$ cat config.mk
export PLATFORM = sky130hd
export DESIGN_NAME = ifetch_queue
export DESIGN_NICKNAME = d
export VERILOG_FILES = /design/src/rtl/ifetch_queue.sv
export SDC_FILE = /design/constraint.sdc
export NUM_CORES = 1
export LEC_CHECK = 0
export BUFFER_PORTS_ARGS = -buffer_cell sky130_fd_sc_hd__buf_2
export CAP_MARGIN = 5
export CORE_MARGIN = 3
export CORE_UTILIZATION = 62
export DETAILED_ROUTE_END_ITERATION = 8
export GPL_ROUTABILITY_DRIVEN = 0
export PLACE_DENSITY = 0.87
export SETUP_SLACK_MARGIN = 0.3
export SLEW_MARGIN = 20
export SYNTH_ARGS = -nofsm -noshare
export SYNTH_HDL_FRONTEND = slang
export SYNTH_SLANG_ARGS = --single-unit
$ cat constraint.sdc
create_clock -name clk -period 5.1 [get_ports clk]
set_input_delay 0.51 -clock clk [delete_from_list [all_inputs] [get_ports clk]]
set_output_delay 0.51 -clock clk [all_outputs]
set_load 0.1 [all_outputs]
$ cat src/rtl/ifetch_queue.sv
// Instruction-fetch front end: sequential fetch with a req/gnt credit rule, an
// in-order response FIFO toward decode, and redirect/flush with stale-response dropping.
module ifetch_queue #(
  parameter int          DEPTH    = 4,
  parameter int          MAX_OUT  = 2,
  parameter logic [31:0] RESET_PC = 32'h0
) (
  input  logic        clk,
  input  logic        clr,
  input  logic        redirect,
  input  logic [31:0] redirect_pc,
  output logic        imem_req,
  output logic [31:0] imem_addr,
  input  logic        imem_gnt,
  input  logic        imem_rvalid,
  input  logic [31:0] imem_rdata,
  output logic        id_valid,
  output logic [31:0] id_pc,
  output logic [31:0] id_instr,
  input  logic        id_stall
);

  localparam int OCC_W = $clog2(DEPTH + 1);
  localparam int OUT_W = $clog2(MAX_OUT + 1);
  localparam int PTR_W = (DEPTH > 1) ? $clog2(DEPTH) : 1;

  localparam logic [OCC_W-1:0] OCC_ONE = OCC_W'(1);
  localparam logic [OUT_W-1:0] OUT_ONE = OUT_W'(1);
  localparam logic [PTR_W-1:0] PTR_ONE = PTR_W'(1);
  localparam logic [PTR_W-1:0] PTR_LAST = PTR_W'(DEPTH - 1);

  logic [31:0]      fetch_pc_reg, fetch_pc_next;
  logic [31:0]      resp_pc_reg, resp_pc_next;
  logic [OCC_W-1:0] occ_reg, occ_next;
  logic [OUT_W-1:0] outstanding_reg, outstanding_next;
  logic [OUT_W-1:0] drop_cnt_reg, drop_cnt_next;
  logic [PTR_W-1:0] head_reg, head_next;
  logic [PTR_W-1:0] tail_reg, tail_next;

  logic [DEPTH-1:0][31:0] pc_ent;
  logic [DEPTH-1:0][31:0] instr_ent;

  logic credit_ok;
  logic accept;
  logic resp;
  logic drop;
  logic push;
  logic pop;

  function automatic logic [PTR_W-1:0] ptr_inc(input logic [PTR_W-1:0] p);
    return (p == PTR_LAST) ? '0 : p + PTR_ONE;
  endfunction

  // Credits count both buffered words and words still in flight, so the FIFO
  // always has room for every response that can come back.
  always_comb begin
    credit_ok = (int'(outstanding_reg) < MAX_OUT) &&
                (int'(occ_reg) + int'(outstanding_reg) < DEPTH);
  end

  assign imem_req  = !clr && !redirect && credit_ok;
  assign imem_addr = fetch_pc_reg;
  assign accept    = imem_req && imem_gnt;
  assign resp      = imem_rvalid && (outstanding_reg != '0);
  assign drop      = resp && (drop_cnt_reg != '0);
  assign push      = resp && !drop && !redirect;
  assign id_valid  = !clr && (occ_reg != '0);
  assign pop       = id_valid && !id_stall && !redirect;
  assign id_pc     = pc_ent[head_reg];
  assign id_instr  = instr_ent[head_reg];

  always_comb begin
    fetch_pc_next    = fetch_pc_reg;
    resp_pc_next     = resp_pc_reg;
    occ_next         = occ_reg;
    outstanding_next = outstanding_reg;
    drop_cnt_next    = drop_cnt_reg;
    head_next        = head_reg;
    tail_next        = tail_reg;

    if (accept) begin
      fetch_pc_next = fetch_pc_reg + 32'd4;
    end

    case ({accept, resp})
      2'b10:   outstanding_next = outstanding_reg + OUT_ONE;
      2'b01:   outstanding_next = outstanding_reg - OUT_ONE;
      default: outstanding_next = outstanding_reg;
    endcase

    if (redirect) begin
      // Everything still in flight after this edge belongs to the old path.
      fetch_pc_next = redirect_pc;
      resp_pc_next  = redirect_pc;
      occ_next      = '0;
      head_next     = '0;
      tail_next     = '0;
      drop_cnt_next = resp ? (outstanding_reg - OUT_ONE) : outstanding_reg;
    end else begin
      if (drop) begin
        drop_cnt_next = drop_cnt_reg - OUT_ONE;
      end
      if (push) begin
        resp_pc_next = resp_pc_reg + 32'd4;
        tail_next    = ptr_inc(tail_reg);
      end
      if (pop) begin
        head_next = ptr_inc(head_reg);
      end
      case ({push, pop})
        2'b10:   occ_next = occ_reg + OCC_ONE;
        2'b01:   occ_next = occ_reg - OCC_ONE;
        default: occ_next = occ_reg;
      endcase
    end
  end

  always_ff @(posedge clk) begin
    if (clr) begin
      fetch_pc_reg    <= RESET_PC;
      resp_pc_reg     <= RESET_PC;
      occ_reg         <= '0;
      outstanding_reg <= '0;
      drop_cnt_reg    <= '0;
      head_reg        <= '0;
      tail_reg        <= '0;
    end else begin
      fetch_pc_reg    <= fetch_pc_next;
      resp_pc_reg     <= resp_pc_next;
      occ_reg         <= occ_next;
      outstanding_reg <= outstanding_next;
      drop_cnt_reg    <= drop_cnt_next;
      head_reg        <= head_next;
      tail_reg        <= tail_next;
    end
  end

  // Entry payload needs no reset; occ gates its visibility.
  generate
    for (genvar gi = 0; gi < DEPTH; gi++) begin : g_entry
      logic [31:0] pc_reg;
      logic [31:0] instr_reg;

      always_ff @(posedge clk) begin
        if (push && (tail_reg == PTR_W'(gi))) begin
          pc_reg    <= resp_pc_reg;
          instr_reg <= imem_rdata;
        end
      end

      assign pc_ent[gi]    = pc_reg;
      assign instr_ent[gi] = instr_reg;
    end
  endgenerate

endmodule

==> results.md, run 1 <==
Run status:
- The run finished with clean final reports.

Run:
- Max-cap violations in this run came to 0.

Cells and area:
- After the last flow step, the layout net total stands at 1,150.
- The post-route netlist has 28.5% of its cells at a drive strength greater than 1.
- Compared with the post-synthesis result, the final layout area differs by 15.3%.
- Leaving out fill and tap cells, the most frequent cells in the layout are 256 x edfxtp_1, 167 x buf_2, 73 x dfxtp_1.
- The antenna cell count is 0.
- The total of fill cells in the finished design is 1,249.
- The final non-filler cell area is 15,900 um^2.
- The most common cell after layout, fill and taps aside is edfxtp_1.

Pwr:
- Of the total power, the clock network draws 35.4%.
- The analysis attributes to net switching a power of 1.90 mW.
- Of the total power, the share spent switching nets is 29.4%.
- The power share of the combinational group is 16.1%.
- Internal power comes to approximately 4.6 mW.
- The sequential cell fraction of total power is 48.5%.
- Summed over all cells, the static leakage comes to 5.34 nW.
- In this run the power density over the cells is between 400 and 500 nW/um^2.
- IR analysis of the VDD net gives a maximum drop of 0.276 mV.
- The design draws 6.48 mW.

Setup path:
- The endpoint identified for the worst register-to-register timing path is g_entry[1].instr_reg[13].
- In this run the critical register-to-register path is launched from outstanding_reg[0].
- STA classifies the critical path endpoint as a primary output.
- The setup check on the worst reg-to-reg path leaves a slack of a little under 2 ns.
- The endpoint required time on the critical path is 4.59 ns.
- The destination of the critical timing path is id_instr[21].
- At the worst endpoint, the arrival time is roughly 2.8 ns.
- Measured in cells, the most critical reg-to-reg path has a length of 6.
- The type of the worst setup path is flip-flop to primary output.
- The kind of launch point of the worst setup path is a flip-flop.
- Along the worst path, the maximum fanout reaches 31.
- The startpoint of the worst setup timing path is head_reg[0].

Floorplan:
- The core area is 21,400 um^2.
- The area of the die is about 24,000 um^2.
- The die span in y is about 160 um.
- For this configuration, the core starts out at a cell density of 64.4%.
- The die is 155 um wide.
- In this run the count of I/O pins placed on the die edge is about 170.
- The site row count is 53.

Clock network:
- The total CTS buffers is 31.
- Buffers inserted to repair hold after CTS numbered 0.
- Gates resized during post-CTS repair numbered 0.
- The clock reaches the later pin of the worst-skew pair after ~0.56 ns.
- After clock tree synthesis, the clock-pin slew on the worst setup and hold paths is 0.06 ns.
- After clock tree synthesis, the setup repair step added 0 buffers.
- The buffer levels on the longest clock path is 3.
- The H-tree depth is 1.
- The TritonCTS sink count is 331.
- The CTS root buffer is clkbuf_16.
- The clock tree from TritonCTS is done.

STA:
- For the pin with the worst max-slew slack, the measured transition is 1.08 ns.
- Setup repair after global routing left no endpoint under its margin.
- Derived from the worst setup path, the maximum achievable clock frequency is 0.305 GHz.
- The final sum of negative setup slack is 0 ns.
- The relative slew slack is 27.9%.
- Between clock sinks in the finished design, the worst skew comes to 0.0148 ns.
- The share of the clock period used by the worst path after layout is 64.3%.
- The number of hold violations in the final report came to 0.
- The worst hold-check slack is 0.168 ns.
- The number of slew-limit violations in the final report was 0.
- Setup violations remaining at the end of the flow were counted as 0.
- Subtracting the final worst setup slack from the clock period gives 3.28 ns.

Min path:
- The class of the worst hold path is input port to flip-flop.

Logic synthesis:
- The synthesized netlist net count is 988.
- After synthesis, the cell types taking the most area are edfxtp_1 56%, dfxtp_1 11%, mux4_2 10%.
- Among all flip-flop cells after synthesis, the most frequent one is edfxtp_1.
- The proportion of synthesized flip-flops having asynchronous set or reset is 0%.
- The number of warnings issued by yosys is 0.
- The area fraction of the dominant cell type after synthesis is 55.7%.
- The number of flops mapped to enable cells by yosys is 256.
- Synthesis produced a netlist whose cell count is 905.
- The number of unique standard cell types used by synthesis is 64.
- Sequential elements use 66.6% of the synthesized area.
- In this run the cell area of the synthesized design comes to 13,800 um^2.
- In this run, synthesis produced a sequential element count of 331.
- Summed over all instances, the cell type with the most area after synthesis is edfxtp_1.
- The average size of a mapped cell is 15.2 um^2.

Global routing:
- The global routing usage summed across all routing layers is 27.3%.
- The number of antenna violations at the first check in global routing is 0.
- The overflow left after global routing is 0.
- The number of global-route vias before repair is roughly 8,800.
- The pin count of the biggest net entering global routing is 48.
- The wire length of the first global-routing pass is 51,100 um.

Placement:
- The HPWL after detailed placement is approximately 20,000 um.
- The post-place instance area is approximately 15,000 um^2.
- In this run the tool buffered the top-level ports with 167 buffer cells.

Detailed routing:
- Before antenna repair, the detailed router went through 6 iterations.
- The count of antenna-violating nets left after detailed routing is 0.
- For this block, the initial DRC count from the detailed router was 1,027.
- The number of vias per cell is between 6 and 7.
- In the routed design, unresolved DRC markers number 0.
- Detailed routing inserted a total of roughly 9,200 vias.
- The routed wire length is 33,200 um.
- Dividing the detail-routed wire length by the instance count gives 24.3 um.
-- routing by layer --
layer  vias to the layer above  GRT usage, %  wire [um]
li1                       4011             -          -
met1                      4459          39.0      12700
met2                       626          44.7      16100
met3                        73          5.17       3650
met4                         0          6.14        716
met5                         -             0          0
-- cell usage after synthesis, types with 10 or more instances --
cell type / n
a211oi_1: 10
nand2_1: 45
edfxtp_1: 256
nor3_1: 22
mux4_2: 64
and3_1: 12
o21ai_0: 14
and2_1: 13
a31oi_1: 12
clkbuf_1: 39
ha_1: 12
a21oi_1: 19
nand3_1: 32
o31ai_1: 11
or4_1: 11
nor2_1: 37
inv_1: 20
dfxtp_1: 75
a311oi_1: 14
and4_1: 10
or3_1: 10
nor4_1: 19
nand4_1: 24
-- stage by stage --
stage	worst slack [ns]	util (%)	std cells
3_3_place_gp	1.90	69.5	1309
3_5_place_dp	1.85	69.5	1309
2_1_floorplan	1.45	-	905
4_1_cts	1.69	74.2	1367
5_1_grt	1.64	74.2	1367
6_report	1.82	74.2	1367
-- critical path, stage by stage (launching register included) --
cell,delay (ns)
dfxtp_4,0.73
buf_4,0.53
mux4_2,0.61
buf_2,0.32
-- cell families (layout without fill, tap and decap cells) --
family,after synthesis,count (layout),synth area share [%]
and+or+nand+nor,262,262,10.6
xor gates and xnor gates,17,17,1.08
muxes,65,65,10.5
adders and majority gates,13,13,1.23
AOI/OAI and AO/OA,144,144,7.88
buffers and inverters,73,260,2.05
DFF,331,331,66.6
-- worst min-delay path by stage --
stage | slack, ns | end | startpoint | cells past startpoint
final | 0.17 | g_entry[3].instr_reg[31] | imem_rdata[31] | 1
after global routing | 0.16 | g_entry[2].instr_reg[4] | imem_rdata[4] | 1
after CTS | 0.15 | g_entry[3].instr_reg[31] | imem_rdata[31] | 1
after global placement | 0.45 | imem_addr[0] | imem_addr[0] | 2
after floorplan | 0.46 | g_entry[0].pc_reg[19] | resp_pc_reg[19] | 0
after detailed placement | 0.45 | imem_addr[0] | imem_addr[0] | 2
-- layout make-up --
class / instances / area [um^2] / share of cell area (%)
clock buffers: 38 / 832 / 5.23
clock inverters: 20 / 185 / 1.16
inverters: 21 / 78.8 / 0.496
multi-input cells: 501 / 4320 / 27.2
flip-flops and latches: 331 / 9200 / 57.8
well taps: 275 / 344 / 2.16
repair buffers: 181 / 941 / 5.92
-- power by group through the flow --
stage          combinational [mW]  clock [mW]  sequential (mW)
4_1_cts                      1.04        2.31             3.14
3_3_place_gp                 1.02           0             3.18
2_1_floorplan               0.727           0             3.27
5_1_grt                      1.10        2.42             3.16
3_5_place_dp                 1.03           0             3.19
6_report                     1.04        2.29             3.15
Power figures use the tool's default switching activity.
==> run 2, diff against run 1 <==
- CORE_UTILIZATION: 62 -> 58
- PLACE_DENSITY: 0.87 -> 0.83
- clock period: 5.1 -> 3.1 ns (I/O delays scaled with it)
==> run 2 against run 1 <==
Net effect:
- global-route usage shrank 2.3 points
- register-to-register slack worse by 1.4 ns
- critical path depth is 1 higher
- cell area is 3.2% higher
- clock skew shrank 0.0021 ns
- total power grew 65%
- combinational power is 69% higher
- clock power up 65%
- non-clock buffer count rose by 35
- critical endpoint is now id_instr[19]
- count of clock-buffer cells in the layout rose by 3
- setup slack got worse by 1.3 ns
- via count shrank 0.35%
- largest cell class unchanged
==> results.md, run 2 (same netlist as run 1, synthesis figures left out) <==
Floorplan:
- The initialized floorplan defines 55 standard-cell rows.
- The die span in y is 160 um.
- The area of the die is approximately 26,000 um^2.
- The initial cell density of the core is 60.0%.
- The region available for standard cell placement spans about 23,000 um^2.
- The width of the die is 160 um.
- For this design the top-level I/O count stands at 168.

STA:
- The final setup violation count is 0.
- The worst hold-check slack is 0.0173 ns.
- Static timing analysis puts the maximum clock frequency at roughly 0.38 GHz.
- The smallest setup slack after layout is 0.500 ns.
- Setup repair after global routing left no endpoint under its margin.
- The worst path in the final design needs a cycle of around 2.6 ns, including I/O delays and setup.
- The number of slew-limit violations in the final report is 0.
- The number of hold violations in the final report is 0.
- The relative slew slack is 23.9%.
- The transition time of the tightest slew-check pin is 1.13 ns.
- In the final timing run, aggregate negative setup slack is 0 ns.
- After layout, the worst path uses between 80% and 90% of the clock period.
- The worst clock skew is 0.0127 ns.

Global routing:
- The overflow left after global routing is 0.
- The wire length of the first global-routing pass is 50,800 um.
- The number of global-route vias before repair is 8,929.
- The global routing usage summed across all routing layers is 25.0%.
- The pin count of the biggest net entering global routing is 65.
- The number of antenna violations at the first check in global routing is 0.

Detailed routing:
- The wire length per cell after detailed routing is 22.5 um.
- The total vias in the final route is ~9,100.
- In the routed layout, each cell is associated on average with a via count of ~6.3.
- The routed wire length is 32,300 um.
- Once detail routing completed, the nets flagged for antenna violations numbered 0.
- The violation count after the first detailed-routing iteration is 913.
- The first detailed-routing pass took 5 iterations.
- The post-detailed-route DRC marker count is 0.

Clock network:
- The latest clock arrival within the worst-skew pair is approximately 0.55 ns.
- The tree is rooted in a clkbuf_16.
- CTS saw 331 sinks.
- The clock passes through at most 3 buffers.
- The clock tree from TritonCTS is done.
- After clock tree synthesis, the clock-pin slew on the worst setup and hold paths is 0.07 ns.
- Clock tree synthesis inserted a total of 31 buffers.
- The H-tree depth is 1.

Setup path:
- STA classifies the critical path endpoint as a primary output.
- The endpoint required time on the critical path is 2.79 ns.
- The worst setup path is launched from a flip-flop.
- By startpoint and endpoint, the worst setup path is classified as flip-flop to primary output.
- At the worst endpoint, the arrival time is 2.29 ns.
- In this run the worst path has a maximum fanout of 33.

Placement:
- After detailed placement, the total cell area comes to 15,100 um^2.
- The total of buffers placed on input and output ports is 167.
- The HPWL after detailed placement is 19,500 um.
- Counting tap cells, the placed design contains a total of between 1,000 and 1,500 instances.
- The placement-stage worst setup slack is 0.472 ns.

Cells and area:
- For this run, the number of standard cells in the final layout without fillers is 1,439.
- The share of final-layout standard cells stronger than drive strength 1 is 28.6%.
- The total of fill cells in the finished design is 1,458.
- The area of all sequential standard cells is about 9200 um^2.
- Leaving out fill and tap cells, the most frequent cell in the layout is edfxtp_1.
- The multi-input combinational cells in the finished layout cover a total of ~4300 um^2.
- The final non-filler cell area is around 16,000 um^2.
- The final net count is about 1,200.
- The antenna cell count is 0.
- In the layout the commonest cells are 256 x edfxtp_1, 167 x buf_2, 71 x dfxtp_1.
- The signed area change from the synthesized netlist to the final layout is 19.0%.

Run status:
- The flow ran to the end, and the final reports show no timing, DRC or antenna violations.

Run:
- The number of max-cap violations is 0.

Pwr:
- The analysis attributes to cell leakage a power of 5.53 nW.
- The total power per unit cell area is 652 nW/um^2.
- The worst IR drop on VDD is 0.418 mV.

Min path:
- The class of the worst hold path is input port to flip-flop.
## run 2: power by group
part	switching, mW	total, mW	internal (mW)
Combinational	1.34	1.76	0.424
Clock	1.59	3.78	2.19
Sequential	0.169	5.16	4.99
## run 2: timing repair
item	CTS	global route
setup endpoints to repair	0	14
buffers inserted	0	1
hold buffers	30	0
resized for setup	0	1
hold endpoints to repair	117	0
## run 2: stage by stage
step | power, mW | utilization [%]
2_1_floorplan | 6.58 | -
3_3_place_gp | 6.92 | 65.6
3_5_place_dp | 6.97 | 65.6
4_1_cts | 10.7 | 71.4
5_1_grt | 11.1 | 71.4
6_report | 10.7 | 71.4
## run 2: routing by layer
| layer | wire [um] | up-vias | global-route usage (%) |
|---|---|---|---|
| met5 | 0 | - | 0 |
| met4 | 766 | 0 | 6.63 |
| met3 | 3290 | 62 | 5.76 |
| met2 | 15100 | 546 | 39.0 |
| met1 | 13100 | 4447 | 36.3 |
| li1 | - | 4082 | - |
## run 2: layout make-up
| class | count | area share (%) |
|---|---|---|
| sequential | 331 | 56.0 |
| inverter | 21 | 0.480 |
| timing repair buffer | 216 | 8.42 |
| tap | 313 | 2.39 |
| multi-input combinational | 501 | 26.4 |
| clock inverter | 16 | 0.839 |
| clock buffer | 41 | 5.45 |
## run 2: final timing paths
check | start | end | slack [ns] | cells past startpoint
max | head_reg[1] | id_instr[19] | 0.50 | 4
min | imem_rdata[2] | g_entry[0].instr_reg[2] | 0.02 | 1
max reg2reg | outstanding_reg[0] | occ_reg[2] | 0.59 | 11
min reg2reg | imem_addr[1] | imem_addr[1] | 0.46 | 2
## run 2: critical path, stage by stage, from the launching register on
cell and delay [ns]:
dfxtp_4 0.53, buf_12 0.28, buf_12 0.20, mux4_2 0.26, buf_2 0.44
==> run 3, diff against run 2 <==
- clock period: 3.1 -> 2.61 ns (I/O delays scaled with it)
==> run 3 against run 2 <==
Net effect:
- via count is 3.6% higher
- cell area is 2.8% higher
- critical path depth is 1 lower
- setup slack worse by 0.21 ns
- die area stayed put
- sequential cell count stayed put
- first-iteration DRC count is 15% higher
- utilization is 2.0 points higher
- sequential share of layout area is 1.3 points lower
- sequential power is 19% higher
- total power is 23% higher
- largest cell class unchanged
- largest power group unchanged
==> results.md, run 3 (same netlist as run 1, synthesis figures left out) <==
Setup path:
- Setup slack on the worst reg-to-reg path comes out at 0.35 ns.
- For the worst flop-to-flop path, the logic depth is 9.
- The worst setup path is captured at a primary output.
- STA puts the critical path data required time at 2.35 ns.
- STA puts the critical path data arrival time at ~2 ns.
- The terminus of the critical flop-to-flop path is occ_reg[2].
- The worst setup path is of the flip-flop to primary output kind.
- In this run the worst path has a maximum fanout of 17.
- In this run the critical register-to-register path is launched from occ_reg[2].
- STA classifies the critical path startpoint as a flip-flop.

Min path:
- In this run the most critical hold path is launched from redirect_pc[0].
- The worst min-delay path endpoint is imem_addr[0].
- Counting instances, the worst hold path has a depth of 3.
- The class of the worst hold path is input port to flip-flop.

Cells and area:
- After the last flow step, the layout net total stands at ~1,200.
- The final non-filler cell area is 16,900 um^2.
- The antenna cell count is 0.
- In the layout the commonest cells are 256 x edfxtp_1, 123 x buf_2, 69 x buf_4.
- The most common cell after layout, fill and taps aside is edfxtp_1.
- The signed area change from the synthesized netlist to the final layout is 22.4%.
- The total of fill cells in the finished design is 1,414.
- In the final layout, the share of cells above drive strength 1 is 32.1%.

Clock network:
- TritonCTS built the clock tree.
- Clock tree synthesis selected as its root buffer the cell clkbuf_16.
- The latest clock arrival within the worst-skew pair is 0.51 ns.
- The H-tree depth is 2.
- Counting every sink on the clock net gives ~330.
- The clock slew at the register clock pins of the worst setup and hold paths is 0.06 ns.
- Clock tree synthesis inserted a total of 35 buffers.
- The buffer levels on the longest clock path is 3.

STA:
- The final setup violation count is 0.
- The number of hold violations in the final report was 0.
- The number of slew-limit violations in the final report is 0.
- For the pin with the worst max-slew slack, the measured transition is 0.690 ns.
- The worst hold-check slack is 0.0333 ns.
- The relative slew slack is a little over half.
- Timing would allow up to approximately 0.43 GHz.
- Setup total negative slack on the finished layout was measured at 0 ns.
- The routed design could run at a clock period as short as 2.32 ns.
- Setup repair after global routing could not meet its margin everywhere.
- The worst clock skew is 0.0117 ns.
- After layout, the worst path uses 88.7% of the clock period.
- After layout, the worst setup slack is a little under 0.3 ns.

Detailed routing:
- The number of vias per cell is 6.46.
- The wire length per cell after detailed routing is between 20 and 25 um.
- The total vias in the final route is roughly 9,500.
- In the routed design, unresolved DRC markers number 0.
- The first TritonRoute pass finished after 5 iterations.
- The routed design has 35,600 um of wire.
- The count of antenna-violating nets left after detailed routing is 0.
- For this block, the initial DRC count from the detailed router was 1,050.

Global routing:
- After global routing the overflow that remains totals 0.
- The number of antenna violations at the first check in global routing is 0.
- Global routing used 26.4% of the available tracks.
- The number of global-route vias before repair was 9,262.
- The pin count of the biggest net entering global routing is 65.
- The wire length of the first global-routing pass is 53,100 um.

Placement:
- The placement-stage worst setup slack is 0.257 ns.
- The HPWL after detailed placement is 20,100 um.
- After detailed placement, the total cell area comes to between 15,000 and 20,000 um^2.
- Input and output buffers added on the ports amount to about 170.

Floorplan:
- The width of the die is 160 um.
- Pin placement for this block handled between 150 and 200 I/O pins.
- The area of the die is 25,700 um^2.
- The initial utilization of the core area, before any placement, comes to between 50% and 60%.
- The floorplan has 55 rows.
- The die span in y is 160 um.
- The floorplan step defined a core boundary enclosing 23,000 um^2.

Pwr:
- The total leakage power is 5.70 nW.
- The total power per unit cell area is slightly below 800 nW/um^2.
- The worst IR drop on VDD is 0.460 mV.

Run:
- The number of max-cap violations is 0.

Run status:
- The flow ran to the end, and the final reports show no timing, DRC or antenna violations.
==> run 3: cell count changes in the layout (fill, tap and decap cells not counted), moves of 6 or more <==
cell,delta
dfxtp_1,-24
dfxtp_2,+21
clkinv_1,+6
buf_4,+59
buf_2,-44
==> run 3: worst max-delay path by stage <==
stage	from	end	slack (ns)	depth (start not counted)
2_1_floorplan	outstanding_reg[0]	g_entry[0].instr_reg[0]	0.13	5
3_3_place_gp	redirect	occ_reg[2]	0.30	10
3_5_place_dp	redirect	occ_reg[2]	0.26	10
4_1_cts	outstanding_reg[0]	occ_reg[2]	0.30	11
5_1_grt	outstanding_reg[1]	occ_reg[2]	0.23	11
6_report	head_reg[0]	id_instr[19]	0.29	3
==> run 3: area by class of cell <==
type | count | area, um^2 | share of cell area (%)
flip-flops and latches | 331 | 9240 | 54.7
multi-input cells | 501 | 4370 | 25.9
repair buffers | 236 | 1690 | 9.99
clock buffers | 43 | 937 | 5.55
well taps | 313 | 392 | 2.32
clock inverters | 21 | 176 | 1.05
inverters | 21 | 81.3 | 0.482
==> run 3: metal layers <==
metal,track usage [%],wire (um),vias to the layer above,part of all wire [%]
met1,35.9,13700,4647,38
met4,6.94,689,0,1.9
met2,44.2,17500,618,49
li1,-,-,4133,-
met5,0,0,-,0
met3,5.50,3720,69,10
==> run 3: report_power, final <==
group / total, mW / switching, mW / internal [mW]
clock network: 4.79 / 2.02 / 2.78
registers: 6.14 / 0.208 / 5.94
logic: 2.25 / 1.64 / 0.608
total: 13.2 / 3.86 / 9.32
==> run 3: repair_timing <==
item | in CTS | in global routing
cloned | 0 | 1
resized for setup | 16 | 78
setup buffers | 2 | 0
hold buffers | 32 | 0
pin swaps | 0 | 2
setup endpoints to repair | 68 | 53
hold endpoints to repair | 128 | 0
==> run 3: critical path: stages (launching register included) <==
cell,delay [ns]
dfxtp_4,0.47
buf_12,0.21
mux4_2,0.53
buf_2,0.31
==> run 3: through the flow <==
step                      cells  util, %  total power [mW]
final                      1466     73.4              13.2
after global routing       1466     73.4              13.6
after CTS                  1465     72.9              13.1
after detailed placement   1367     66.4              8.32
after global placement     1367     66.4              8.28
after floorplan             905        -              7.84
